===== config.mk =====
export PLATFORM = sky130hd
export DESIGN_NAME = pipeline_stall_ctrl
export DESIGN_NICKNAME = d
export VERILOG_FILES = /design/src/rtl/pipeline_stall_ctrl_pkg.sv /design/src/rtl/stall_watchdog.sv /design/src/rtl/pipeline_stall_ctrl.sv
export SDC_FILE = /design/constraint.sdc
export NUM_CORES = 1
export LEC_CHECK = 0
export CAP_MARGIN = 5
export CORE_MARGIN = 2
export CORE_UTILIZATION = 54
export CTS_CLUSTER_SIZE = 14
export DETAILED_ROUTE_END_ITERATION = 10
export GPL_TIMING_DRIVEN = 0
export PLACE_DENSITY = 0.85
export SYNTH_ARGS = -nofsm -noshare
export SYNTH_HDL_FRONTEND = slang
export SYNTH_SLANG_ARGS = --single-unit

===== constraint.sdc =====
create_clock -name clk -period 4.22 [get_ports clk]
set_clock_uncertainty 0.1 [all_clocks]
set_input_delay 0.844 -clock clk [delete_from_list [all_inputs] [get_ports clk]]
set_output_delay 0.844 -clock clk [all_outputs]
set_load 0.01 [all_outputs]

===== src/rtl/pipeline_stall_ctrl_pkg.sv =====
// Shared constants for the pipeline stall controller: FSM encoding, flush counter
// width and the bit order of the packed control-output vector.
package pipeline_stall_ctrl_pkg;

    typedef enum logic [1:0] {
        StRun    = 2'd0,
        StFlush  = 2'd1,
        StFreeze = 2'd2
    } state_e;

    localparam int unsigned FlushCntW = 3;

    // Bit positions of {pc_write, ifid_write, ifid_flush, idex_bubble, pipe_advance, watchdog_err}
    localparam int unsigned OutPcWrite   = 5;
    localparam int unsigned OutIfidWrite = 4;
    localparam int unsigned OutIfidFlush = 3;
    localparam int unsigned OutBubble    = 2;
    localparam int unsigned OutAdvance   = 1;
    localparam int unsigned OutWdErr     = 0;

endpackage


===== src/rtl/stall_watchdog.sv =====
// Counts consecutive load-use stall cycles and raises a sticky error once the run
// reaches MAX_STALL. A held (frozen) cycle neither advances nor clears the run.
module stall_watchdog #(
    parameter int unsigned MAX_STALL = 15
) (
    input  logic clk,
    input  logic rst_n,
    input  logic stall,
    input  logic hold,
    output logic err
);

    localparam int unsigned RunW = $clog2(MAX_STALL + 1);
    localparam logic [RunW-1:0] MaxRun  = RunW'(MAX_STALL);
    localparam logic [RunW-1:0] LastRun = RunW'(MAX_STALL - 1);

    logic [RunW-1:0] stall_run_q, stall_run_d;
    logic            err_q, err_d;
    logic            hit;

    // Run length and sticky error next-state; hit makes the error visible in the
    // very cycle the run reaches MAX_STALL.
    always_comb begin
        stall_run_d = stall_run_q;
        hit         = stall && !hold && (stall_run_q >= LastRun);
        if (hold) begin
            stall_run_d = stall_run_q;
        end else if (stall) begin
            stall_run_d = (stall_run_q == MaxRun) ? stall_run_q : stall_run_q + 1'b1;
        end else begin
            stall_run_d = '0;
        end
        err_d = err_q | hit;
        err   = err_q | hit;
    end

    // State registers.
    always_ff @(posedge clk or negedge rst_n) begin
        if (!rst_n) begin
            stall_run_q <= '0;
            err_q       <= 1'b0;
        end else begin
            stall_run_q <= stall_run_d;
            err_q       <= err_d;
        end
    end

endmodule


===== src/rtl/pipeline_stall_ctrl.sv =====
// Hazard arbiter for the 5-stage pipeline: turns load-use, branch and memory-wait
// requests into stage-register enables with same-cycle (Mealy) response.
// Optional statistics counters are built when HAZARD_STATS_EN is defined.
module pipeline_stall_ctrl
    import pipeline_stall_ctrl_pkg::*;
#(
    parameter int unsigned FLUSH_SLOTS = 1,
    parameter int unsigned MAX_STALL   = 15
`ifdef HAZARD_STATS_EN
    , parameter int unsigned CNT_W     = 32
`endif
) (
    input  logic             clk,
    input  logic             rst_n,
    input  logic             load_use_stall,
    input  logic             branch_taken,
    input  logic             mem_wait,
    output logic             pc_write,
    output logic             ifid_write,
    output logic             ifid_flush,
    output logic             idex_bubble,
    output logic             pipe_advance,
    output logic             watchdog_err
`ifdef HAZARD_STATS_EN
    , output logic [CNT_W-1:0] stall_cycles
    , output logic [CNT_W-1:0] flush_cycles
`endif
);

    localparam logic [FlushCntW-1:0] ReloadCnt = FlushCntW'(FLUSH_SLOTS - 1);

    state_e                 state_q, state_d;
    state_e                 ret_state_q, ret_state_d;
    logic [FlushCntW-1:0]   flush_cnt_q, flush_cnt_d;
    logic                   branch_pend_q, branch_pend_d;
    logic                   stall_eff;
    logic                   wd_err;
    state_e                 eff_state;

    // Arbitration, next state and Mealy output decode.
    always_comb begin
        state_d       = state_q;
        ret_state_d   = ret_state_q;
        flush_cnt_d   = flush_cnt_q;
        branch_pend_d = branch_pend_q;
        pc_write      = 1'b1;
        ifid_write    = 1'b1;
        ifid_flush    = 1'b0;
        idex_bubble   = 1'b0;
        pipe_advance  = 1'b1;
        stall_eff     = 1'b0;
        // On the cycle leaving FREEZE we act on the state that was interrupted.
        eff_state     = (state_q == StFreeze) ? ret_state_q : state_q;

        if (mem_wait) begin
            pc_write     = 1'b0;
            ifid_write   = 1'b0;
            pipe_advance = 1'b0;
            if (state_q != StFreeze) begin
                ret_state_d = state_q;
                state_d     = StFreeze;
            end
            if (branch_taken) begin
                branch_pend_d = 1'b1;
            end
        end else if (branch_taken || branch_pend_q) begin
            ifid_write    = 1'b0;
            ifid_flush    = 1'b1;
            idex_bubble   = 1'b1;
            branch_pend_d = 1'b0;
            if (FLUSH_SLOTS > 1) begin
                state_d     = StFlush;
                flush_cnt_d = ReloadCnt;
            end else begin
                state_d = StRun;
            end
        end else if (eff_state == StFlush) begin
            ifid_write  = 1'b0;
            ifid_flush  = 1'b1;
            idex_bubble = 1'b1;
            flush_cnt_d = flush_cnt_q - 1'b1;
            state_d     = (flush_cnt_q == 1) ? StRun : StFlush;
        end else if (load_use_stall) begin
            pc_write    = 1'b0;
            ifid_write  = 1'b0;
            idex_bubble = 1'b1;
            stall_eff   = 1'b1;
            state_d     = StRun;
        end else begin
            state_d = StRun;
        end

        watchdog_err = wd_err;

        // Reset forces the safe output pattern combinationally.
        if (!rst_n) begin
            pc_write     = 1'b0;
            ifid_write   = 1'b0;
            ifid_flush   = 1'b0;
            idex_bubble  = 1'b1;
            pipe_advance = 1'b0;
            watchdog_err = 1'b0;
            stall_eff    = 1'b0;
        end
    end

    // FSM and pending-redirect registers.
    always_ff @(posedge clk or negedge rst_n) begin
        if (!rst_n) begin
            state_q       <= StRun;
            ret_state_q   <= StRun;
            flush_cnt_q   <= '0;
            branch_pend_q <= 1'b0;
        end else begin
            state_q       <= state_d;
            ret_state_q   <= ret_state_d;
            flush_cnt_q   <= flush_cnt_d;
            branch_pend_q <= branch_pend_d;
        end
    end

    stall_watchdog #(
        .MAX_STALL(MAX_STALL)
    ) u_stall_watchdog (
        .clk  (clk),
        .rst_n(rst_n),
        .stall(stall_eff),
        .hold (mem_wait),
        .err  (wd_err)
    );

`ifdef HAZARD_STATS_EN
    logic [CNT_W-1:0] stall_cycles_q, stall_cycles_d;
    logic [CNT_W-1:0] flush_cycles_q, flush_cycles_d;

    // Saturating event counters.
    always_comb begin
        stall_cycles_d = stall_cycles_q;
        flush_cycles_d = flush_cycles_q;
        if (stall_eff && (stall_cycles_q != '1)) begin
            stall_cycles_d = stall_cycles_q + 1'b1;
        end
        if (ifid_flush && (flush_cycles_q != '1)) begin
            flush_cycles_d = flush_cycles_q + 1'b1;
        end
    end

    // Counter registers.
    always_ff @(posedge clk or negedge rst_n) begin
        if (!rst_n) begin
            stall_cycles_q <= '0;
            flush_cycles_q <= '0;
        end else begin
            stall_cycles_q <= stall_cycles_d;
            flush_cycles_q <= flush_cycles_d;
        end
    end

    assign stall_cycles = stall_cycles_q;
    assign flush_cycles = flush_cycles_q;
`endif

endmodule


==> results.md, run 1 <==
- CP Data Required Time: 3.28 ns
- Worst path arrival time: 2.98 ns
- Final setup viols: 0
- First-pass GRT wire length: 2.13 mm
- Initial antenna violation count: 0
- Kind of end point of the critical path: output port
- Fin crit share: 93.1%
- Worst-Margin Slew: 0.745 ns
- Setup CP Type: in2out
- IO Pins: 11
- Period minus WS final: 3.93 ns
- Die width: 40.3 µm
- Post-Syn Area: 712 µm²
- HP Class: reg2reg
- Ys Warns: 0
- Resize count post-CTS: 0
- Row count: 13
- Vias per inst: 5.58
- PwrDens: 263 nW/µm²
- Fin. max-slew vios: 0
- Sequential share of the synthesized area: 45.7%
- Final #Nets: 98
- Pin count of the biggest net entering global routing: 20
- Crit Path Max Fanout: 19
- CTS Buffer Depth: 2
- GRT overflow: 0
- Status: complete, no violations
- Post CTS Setup Buffer Count: 0
- Initial DRC count: 8
- Vias: 575
- Core Region: 1270 µm²
- Number of synthesized register bits: 13
- Final Hold Violating Endpoints: 0
- RSZ-0062 raised after global routing: false
- H-tree levels: 1
- CTS clock-pin slew for the worst setup and hold paths: 0.08 ns
- Placer's final routability congestion estimate: 0.783
- Pre-Repair DR Iteration Count: 3
- Delay-heaviest family, CP: buffers and inverters
- DPL Wire Length: 940 µm
- Clock Tree Root: clkbuf_4
- Clk sinks: 13
- Vias in the first global route: 550
- CTS Hold Buffers Added: 0
- Total CTS buffers: 3
- Leak Pwr: 0.382 nW
- Syn Inst Count: 74
- Number of fillers in the final layout: 117
- Die area: 1620 µm²
- Mean post-synth cell area: 9.62 µm²
- Port Buffer Count: 10
- Ant diodes: 0
- Max cap viols: 0
- Critical Path Source Type: input pin
- Most common cell after layout, fill and taps aside: dfrtp_1
- Wire length per cell: 12.5 µm
- Most frequent cells in the layout: dfrtp_1 (13), clkdlybuf4s50_1 (10), inv_1 (8)
- Antenna-violating nets left: 0
- Area Overhead vs Synth: 20.4%
- Die height: 40.3 µm
- TNS Setup: 0 ns
- CP max stage cell: clkdlybuf4s50_1
- Slew HR: 50.2%
- Post-Route Utilization: 67.6%
- # DRC: 0
- Share of cells above drive strength 1: 10.2%
- Fmax achieved: 255 MHz
- Synth Net Count: 83
- CP cell instances: clkdlybuf4s50_1 > nand2b_1 > nor2_1 > nand2_1 > nand2_1 > clkdlybuf4s50_1
- Cell variety after synth: 31
- Max IR drop VDD: 175 µV
- Initial Util: 56.1%
- Slowest stage delay, CP: 0.95 ns
- Clk_lat worst skew: 0.27 ns
- Gr usage total: 19.9%
- CTS tree: built
- Worst path bufs/invs: 2
- Final WL: 1.29 mm
[kinds of logic after synthesis]
logic type	after synthesis	synth area share [%]
AND/OR/NAND/NOR	26	20.6
AO/OA/AOI/OAI	18	17.8
flip-flops	13	45.7
buffers and inverters	11	6.50
adder cells (fa/ha/maj)	4	7.03
XOR/XNOR	2	2.46
[worst paths after layout]
kind                                        start                              end  slack, ns  cells after the start
max in group asynchronous                   rst_n                       state_q[0]       2.63                      1
min reg2reg                u_stall_watchdog.err_q           u_stall_watchdog.err_q       0.37                      1
min in group asynchronous                   rst_n  u_stall_watchdog.stall_run_q[0]       0.91                      1
max reg2reg                            state_q[0]  u_stall_watchdog.stall_run_q[0]       2.70                      5
min                        u_stall_watchdog.err_q           u_stall_watchdog.err_q       0.37                      1
max                                         rst_n                     watchdog_err       0.29                      6
[state kept, by name (all words and copies together) (netlist names)]
signal                        cells
u_stall_watchdog.stall_run_q      4
flush_cnt_q                       3
ret_state_q                       2
state_q                           2
branch_pend_q                     1
u_stall_watchdog.err_q            1
[synth_stat cells]
| master | count | area share (%) |
|---|---|---|
| dfrtp_1 | 13 | 46 |
| inv_1 | 8 | 4.2 |
| nand2_1 | 6 | 3.2 |
| a21oi_1 | 4 | 2.8 |
| ha_1 | 4 | 7.0 |
| nor2_1 | 4 | 2.1 |
| nand2b_1 | 3 | 2.6 |
| o21ai_0 | 3 | 2.1 |
| a22o_1 | 2 | 2.5 |
| a31oi_1 | 2 | 1.8 |
| nand3_1 | 2 | 1.4 |
| nor3_1 | 2 | 1.4 |
| o211ai_1 | 2 | 2.1 |
| xnor2_1 | 2 | 2.5 |
| a221oi_2 | 1 | 2.1 |
| a311oi_1 | 1 | 1.2 |
| and3_1 | 1 | 0.88 |
| and4_1 | 1 | 1.2 |
| and4bb_2 | 1 | 1.8 |
| buf_2 | 1 | 0.70 |
| buf_4 | 1 | 1.1 |
| clkbuf_1 | 1 | 0.53 |
| nand2_2 | 1 | 0.88 |
| nand4_1 | 1 | 0.88 |
| nand4bb_1 | 1 | 1.6 |
| nor2_2 | 1 | 0.88 |
| nor2b_1 | 1 | 0.88 |
| o2111ai_1 | 1 | 1.2 |
| o22ai_1 | 1 | 0.88 |
| o31ai_1 | 1 | 1.1 |
| or3_1 | 1 | 0.88 |
[metal layers]
metal / vias to the layer above / routed length [µm] / global-route usage (%)
li1: 289 / - / -
met5: - / 0 / 0
met2: 10 / 609 / 34.3
met1: 274 / 610 / 23.7
met4: 0 / 12 / 10.0
met3: 2 / 56 / 3.33
[layout make-up]
cell class	count	area, µm²	share of cell area, %
multi-input cells	50	340	39.7
flip-flops and latches	13	325	38.0
well taps	15	18.8	2.19
clock buffers	4	26.3	3.07
inverters	8	30.0	3.50
repair buffers	10	100	11.7
plain buffers	3	16.3	1.90
[stage by stage]
step / hold WS [ns] / std cells / worst slack [ns] / area, µm² / power, mW
detailed placement: 0.353 / 99 / 0.267 / 831 / 0.155
floorplan: 0.335 / 74 / 1.80 / 712 / 0.141
global route: 0.391 / 103 / 0.108 / 857 / 0.236
finish: 0.372 / 103 / 0.293 / 857 / 0.226
CTS: 0.375 / 103 / 0.262 / 857 / 0.229
global placement: 0.350 / 99 / 0.274 / 831 / 0.155
[where the power goes]
part	switching (mW)	internal, mW
clock	0.0365	0.0365
sequential	0.00162	0.126
combinational	0.0135	0.0116
Note: power is estimated with default switching activity, not from simulation.
==> run 2, diff against run 1 <==
- ABC_AREA: unset -> 1
- CAP_MARGIN: 5 -> unset
- CORE_UTILIZATION: 54 -> 55
- PLACE_DENSITY: 0.85 -> 0.86
==> run 2 against run 1 <==
Sequential cell count is the same. Combinational power increased by 10%. Sequential power about the same. Routed wire length increased by 10%. Via count up 3.7%. Synthesized area increased by 4.9%. First-iteration DRC count rose by 25%. Clock power up 6.7%. Register-to-register slack improved by 0.04 ns. Critical path depth increased by 2. Die area up 2.7%.
==> results.md, run 2 <==
- Post-Syn Area: 747 µm²
- Post-synthesis compound-gate area fraction: 9.55%
- CTS Buffer Depth: 2
- Length in cells of the worst reg-to-reg path: 7
- Die area: 1670 µm²
- Setup CP Type: in2out
- Wire length per cell: 12.2 µm
- Mean post-synth cell area: 8.59 µm²
- Crit Path Max Fanout: 15
- Gr usage total: 24.2%
- H-tree levels: 1
- Antenna-violating nets left: 0
- Overall power: 0.233 mW
- Initial DRC count: 10
- RR Startpoint: u_stall_watchdog.stall_run_q[1]
- Max reg flops: 4
- Area of the multi-input gates: 348 µm²
- Synth top area share: 43.6%
- Ys Warns: 0
- Mux cell area share after synthesis: 0%
- Vias per inst: 5.14
- Most common cell after layout, fill and taps aside: nand2_1
- Synth Net Count: 96
- CP Data Required Time: 3.28 ns
- Pre-Repair DR Iteration Count: 4
- Area Overhead vs Synth: 19.4%
- Row count: 13
- RSZ-0062 raised after global routing: false
- Area leader, netlist: dfrtp_1
- # DRC: 0
- Clk_lat worst skew: 0.28 ns
- Die width: 40.9 µm
- Main flop type after synthesis: dfrtp_1
- Sequential share of the synthesized area: 43.6%
- Largest regs: u_stall_watchdog.stall_run_q: 4 flops, flush_cnt_q: 3 flops
- TNS Setup: 0 ns
- Number of synthesized register bits: 13
- R2r setup slk: 2.74 ns
- Fin crit share: 95.5%
- Most frequent cell after synthesis: nand2_1
- Worst path arrival time: 3.09 ns
- PwrDens: 261 nW/µm²
- Post-Route Utilization: 69.4%
- Pin count of the biggest net entering global routing: 16
- CTS Hold Buffers Added: 0
- IO Pins: 11
- EDFF count, synth: 0
- Kind of end point of the critical path: output port
- Critical Path Source Type: input pin
- Number of fillers in the final layout: 113
- Clk sinks: 13
- Reg area: 325 µm²
- Largest family of logic cells by synthesized area: simple AND/OR/NAND/NOR gates
- Port Buffer Count: 10
- Dpl cells: 112
- XOR/XNOR Fraction of Synth Area: 3.52%
- HP Class: reg2reg
- Clock Tree Root: clkbuf_4
- Syn Inst Count: 87
- Period minus WS final: 4.03 ns
- Fin. max-slew vios: 0
- DPL Wire Length: 1.10 mm
- Share of cells above drive strength 1: 18.8%
- Setup ws final: 0.190 ns
- Resize count post-CTS: 0
- Biggest register: u_stall_watchdog.stall_run_q
- Slew HR: 57.9%
- Final #Nets: 111
- CTS clock-pin slew for the worst setup and hold paths: 0.08 ns
- Max IR drop VDD: 143 µV
- Initial antenna violation count: 0
- Hold path cells: 1
- CTS tree: built
- Post CTS Setup Buffer Count: 0
- GRT overflow: 0
- R2R Path End: u_stall_watchdog.stall_run_q[2]
- Cell variety after synth: 26
- Fmax achieved: 248 MHz
- Post-synthesis adder-cell area fraction: 6.70%
- Final non-filler cell total: 116
- Placer's final routability congestion estimate: 0.665
- Vias in the first global route: 571
- Max cap viols: 0
- Endpoint, Worst Hold: flush_cnt_q[2]
- Total CTS buffers: 3
- Status: complete, no violations
- Ant diodes: 0
- Top cells by area, synth: dfrtp_1 (44%), nand2_1 (8.0%), inv_1 (7.0%), ha_1 (6.7%), nand3_1 (3.4%)
- Leak Pwr: 0.468 nW
- Initial Util: 58.1%
- Die height: 40.9 µm
- Final Hold Violating Endpoints: 0
- Vias: 596
- Synth Area in Simple Gates: 26.8%
- Commonest cells post-synth: nand2_1 (16), inv_1 (14), dfrtp_1 (13)
- Most frequent cells in the layout: nand2_1 (16), inv_1 (14), dfrtp_1 (13)
- Share of synthesized flip-flops with an asynchronous set or reset: 100%
- Final setup viols: 0
- Pre-CTS setup slack: 0.156 ns
- Final WL: 1.42 mm
- Core Region: 1280 µm²
- Hold path startpoint: flush_cnt_q[2]
- Worst-Margin Slew: 0.630 ns
- First-pass GRT wire length: 2.44 mm
run 2: critical path: stages:
cell and delay (ns):
clkdlybuf4s50_1 0.87, inv_1 0.16, nor2_2 0.23, inv_2 0.08, nor2_4 0.14, nand2_2 0.07, a21oi_2 0.13, clkdlybuf4s50_1 0.55
run 2: per-layer routing:
layer  global-route usage (%)  routed length [µm]  up-vias
met1                     26.3                 590      269
li1                         -                   -      300
met2                     38.3                 701       21
met4                     17.5                  43        0
met3                     8.70                  82        6
met5                        0                   0        -
run 2: cell families after synthesis:
family / Yosys count
and+or+nand+nor: 38
buffers and inverters: 19
DFF: 13
AOI/OAI and AO/OA: 10
adders and majority gates: 4
xor gates and xnor gates: 3
run 2: where the power goes:
part	leakage [nW]	internal (mW)	switching [mW]
clock	0.0150	0.0367	0.0411
combinational	0.285	0.0120	0.0157
sequential	0.167	0.126	0.00152
total	0.468	0.174	0.0584
run 2: final cells by class:
type	count	share of cell area (%)
Tap cell	15	2.10
Sequential cell	13	36.5
Timing Repair Buffer	10	11.2
Buffer	1	0.421
Clock buffer	4	2.95
Inverter	18	7.85
Multi-Input combinational cell	55	39.0
run 2: per-stage QoR:
step / hold WS, ns / instance area [µm²]
after floorplan: 0.334 / 747
after global placement: 0.346 / 866
after detailed placement: 0.359 / 866
after CTS: 0.378 / 892
after global routing: 0.415 / 892
final: 0.376 / 892
run 2: how the worst max path moves through the flow:
stage / start / endpoint / slack, ns / cells after the start
final: rst_n / watchdog_err / 0.19 / 8
after global placement: rst_n / watchdog_err / 0.17 / 8
after CTS: rst_n / watchdog_err / 0.15 / 8
after global routing: rst_n / watchdog_err / 0.02 / 8
after detailed placement: rst_n / watchdog_err / 0.16 / 8
after floorplan: rst_n / watchdog_err / 1.75 / 6
==> run 3, diff against run 2 <==
- REMOVE_ABC_BUFFERS: unset -> 1
==> run 3 against run 2 <==
Critical path depth unchanged. Worst hold slack lost 0.0064 ns. Total power down 1.8%. Setup slack gained 0.38 ns. Sequential power is essentially flat. Routed wire length is 12% lower. Largest cell class unchanged. Combinational power fell by 2%.
==> results.md, run 3 (synthesis gave the netlist of run 2 again) <==
- Resize count post-CTS: 0
- Antenna-violating nets left: 0
- HP Class: reg2reg
- Delay-heaviest family, CP: buffers and inverters
- Length in cells of the worst reg-to-reg path: 7
- Final Hold Violating Endpoints: 0
- H-tree levels: 1
- CP max stage cell: clkdlybuf4s50_1
- DPL Wire Length: 1.04 mm
- Post-Route Utilization: 69.3%
- Ant diodes: 0
- Fmax achieved: 274 MHz
- Metal3 WL: 29 µm
- Final #Nets: 110
- CTS tree: built
- Final WL: 1.25 mm
- Dpl cells: 111
- TNS Setup: 0 ns
- Worst path arrival time: 2.70 ns
- Most frequent cells in the layout: nand2_1 (16), inv_1 (14), dfrtp_1 (13)
- Total CTS buffers: 3
- Period minus WS final: 3.65 ns
- Vias in the first global route: 523
- Setup CP Type: in2out
- R2R Path End: u_stall_watchdog.stall_run_q[2]
- First-pass GRT wire length: 2.10 mm
- RSZ-0062 raised after global routing: false
- # DRC: 0
- CTS clock-pin slew for the worst setup and hold paths: 0.07 ns
- Port Buffer Count: 10
- Fin. max-slew vios: 0
- RR Startpoint: u_stall_watchdog.stall_run_q[1]
- Pre-Repair DR Iteration Count: 4
- Hold path cells: 2
- Largest regs: u_stall_watchdog.stall_run_q: 4 flops, flush_cnt_q: 3 flops
- Slew HR: 58.7%
- Placer's final routability congestion estimate: 0.696
- Clock Tree Root: clkbuf_4
- Post CTS Setup Buffer Count: 0
- Worst path bufs/invs: 4
- Clk_lat worst skew: 0.27 ns
- Row count: 13
- Vias: 561
- Core Region: 1280 µm²
- DR top layer: met4
- Status: complete, no violations
- Initial Util: 58.1%
- Initial DRC count: 7
- Gr usage total: 20.4%
- Vias per inst: 4.88
- Hold path startpoint: u_stall_watchdog.err_q
- CTS Hold Buffers Added: 0
- Final setup viols: 0
- CP Data Required Time: 3.28 ns
- Die height: 40.9 µm
- Final non-filler cell total: 115
- Area Overhead vs Synth: 19.3%
- Fin crit share: 86.4%
- WL met1: 567 µm
- Leak Pwr: 0.476 nW
- Pin count of the biggest net entering global routing: 16
- Die area: 1670 µm²
- Number of fillers in the final layout: 116
- Kind of end point of the critical path: output port
- GRT overflow: 0
- PwrDens: 257 nW/µm²
- Clk sinks: 13
- Setup ws final: 0.572 ns
- IO Pins: 11
- Endpoint, Worst Hold: u_stall_watchdog.err_q
- Most common cell after layout, fill and taps aside: nand2_1
- CTS Buffer Depth: 2
- Max IR drop VDD: 174 µV
- Biggest register: u_stall_watchdog.stall_run_q
- Overall power: 0.229 mW
- Max reg flops: 4
- Wire length per cell: 10.9 µm
- Pre-CTS setup slack: 0.149 ns
- Worst Setup SP: rst_n
- Worst-Margin Slew: 0.618 ns
- R2r setup slk: 2.77 ns
- Share of cells above drive strength 1: 19.0%
- Crit Path Max Fanout: 15
- Max cap viols: 0
- Detail Route met2 WL: 640 µm
- Die width: 40.9 µm
- Initial antenna violation count: 0
- Slowest stage delay, CP: 0.54 ns
- Critical Path Source Type: input pin
- CP cell instances: dlymetal6s2s_1 > inv_1 > nor2_2 > inv_2 > nor2_4 > nand2_2 > a21oi_2 > clkdlybuf4s50_1
==> run 3: changes by cell type in the layout (fill, tap and decap cells not counted), sizes merged <==
cell,previous run,this run
clkdlybuf4s50,10,9
dlymetal6s2s,0,1
clkbuf,5,4
==> run 3: worst min-delay path, delay by kind of cell, from the launching register on <==
family / cells / cell delay, ns
buffers and inverters: 1 / 0.05
DFF: 1 / 0.32
and+or+nand+nor: 1 / 0.07
==> run 3: cell type report <==
cell class                      instances  area, µm²  share of cell area, %
Clock buffer                            4       26.3                   2.95
Tap cell                               15       18.8                   2.11
Inverter                               18       70.1                   7.87
Multi-Input combinational cell         55        348                   39.0
Timing Repair Buffer                   10        103                   11.5
Sequential cell                        13        325                   36.5
==> run 3: per-stage QoR <==
step	hold slack (ns)	area, µm²
final	0.369	891
after global routing	0.393	891
after CTS	0.370	888
after detailed placement	0.352	862
after global placement	0.346	862
after floorplan	0.334	743
==> run 3: how the worst max path moves through the flow <==
stage,cells past startpoint,end,slack [ns]
finish,8,watchdog_err,0.57
global route,8,watchdog_err,0.32
CTS,8,watchdog_err,0.14
detailed placement,8,watchdog_err,0.15
global placement,8,watchdog_err,0.18
floorplan,6,watchdog_err,1.75
==> run 3: routing by layer <==
layer,up-vias,track usage [%]
met5,-,0
met4,0,15.0
met3,2,4.89
met2,12,32.4
met1,250,23.4
li1,297,-
==> run 3: power breakdown <==
part	switching, mW	internal [mW]
clock network	0.0378	0.0366
logic	0.0154	0.0118
registers	0.00140	0.126
total	0.0546	0.174
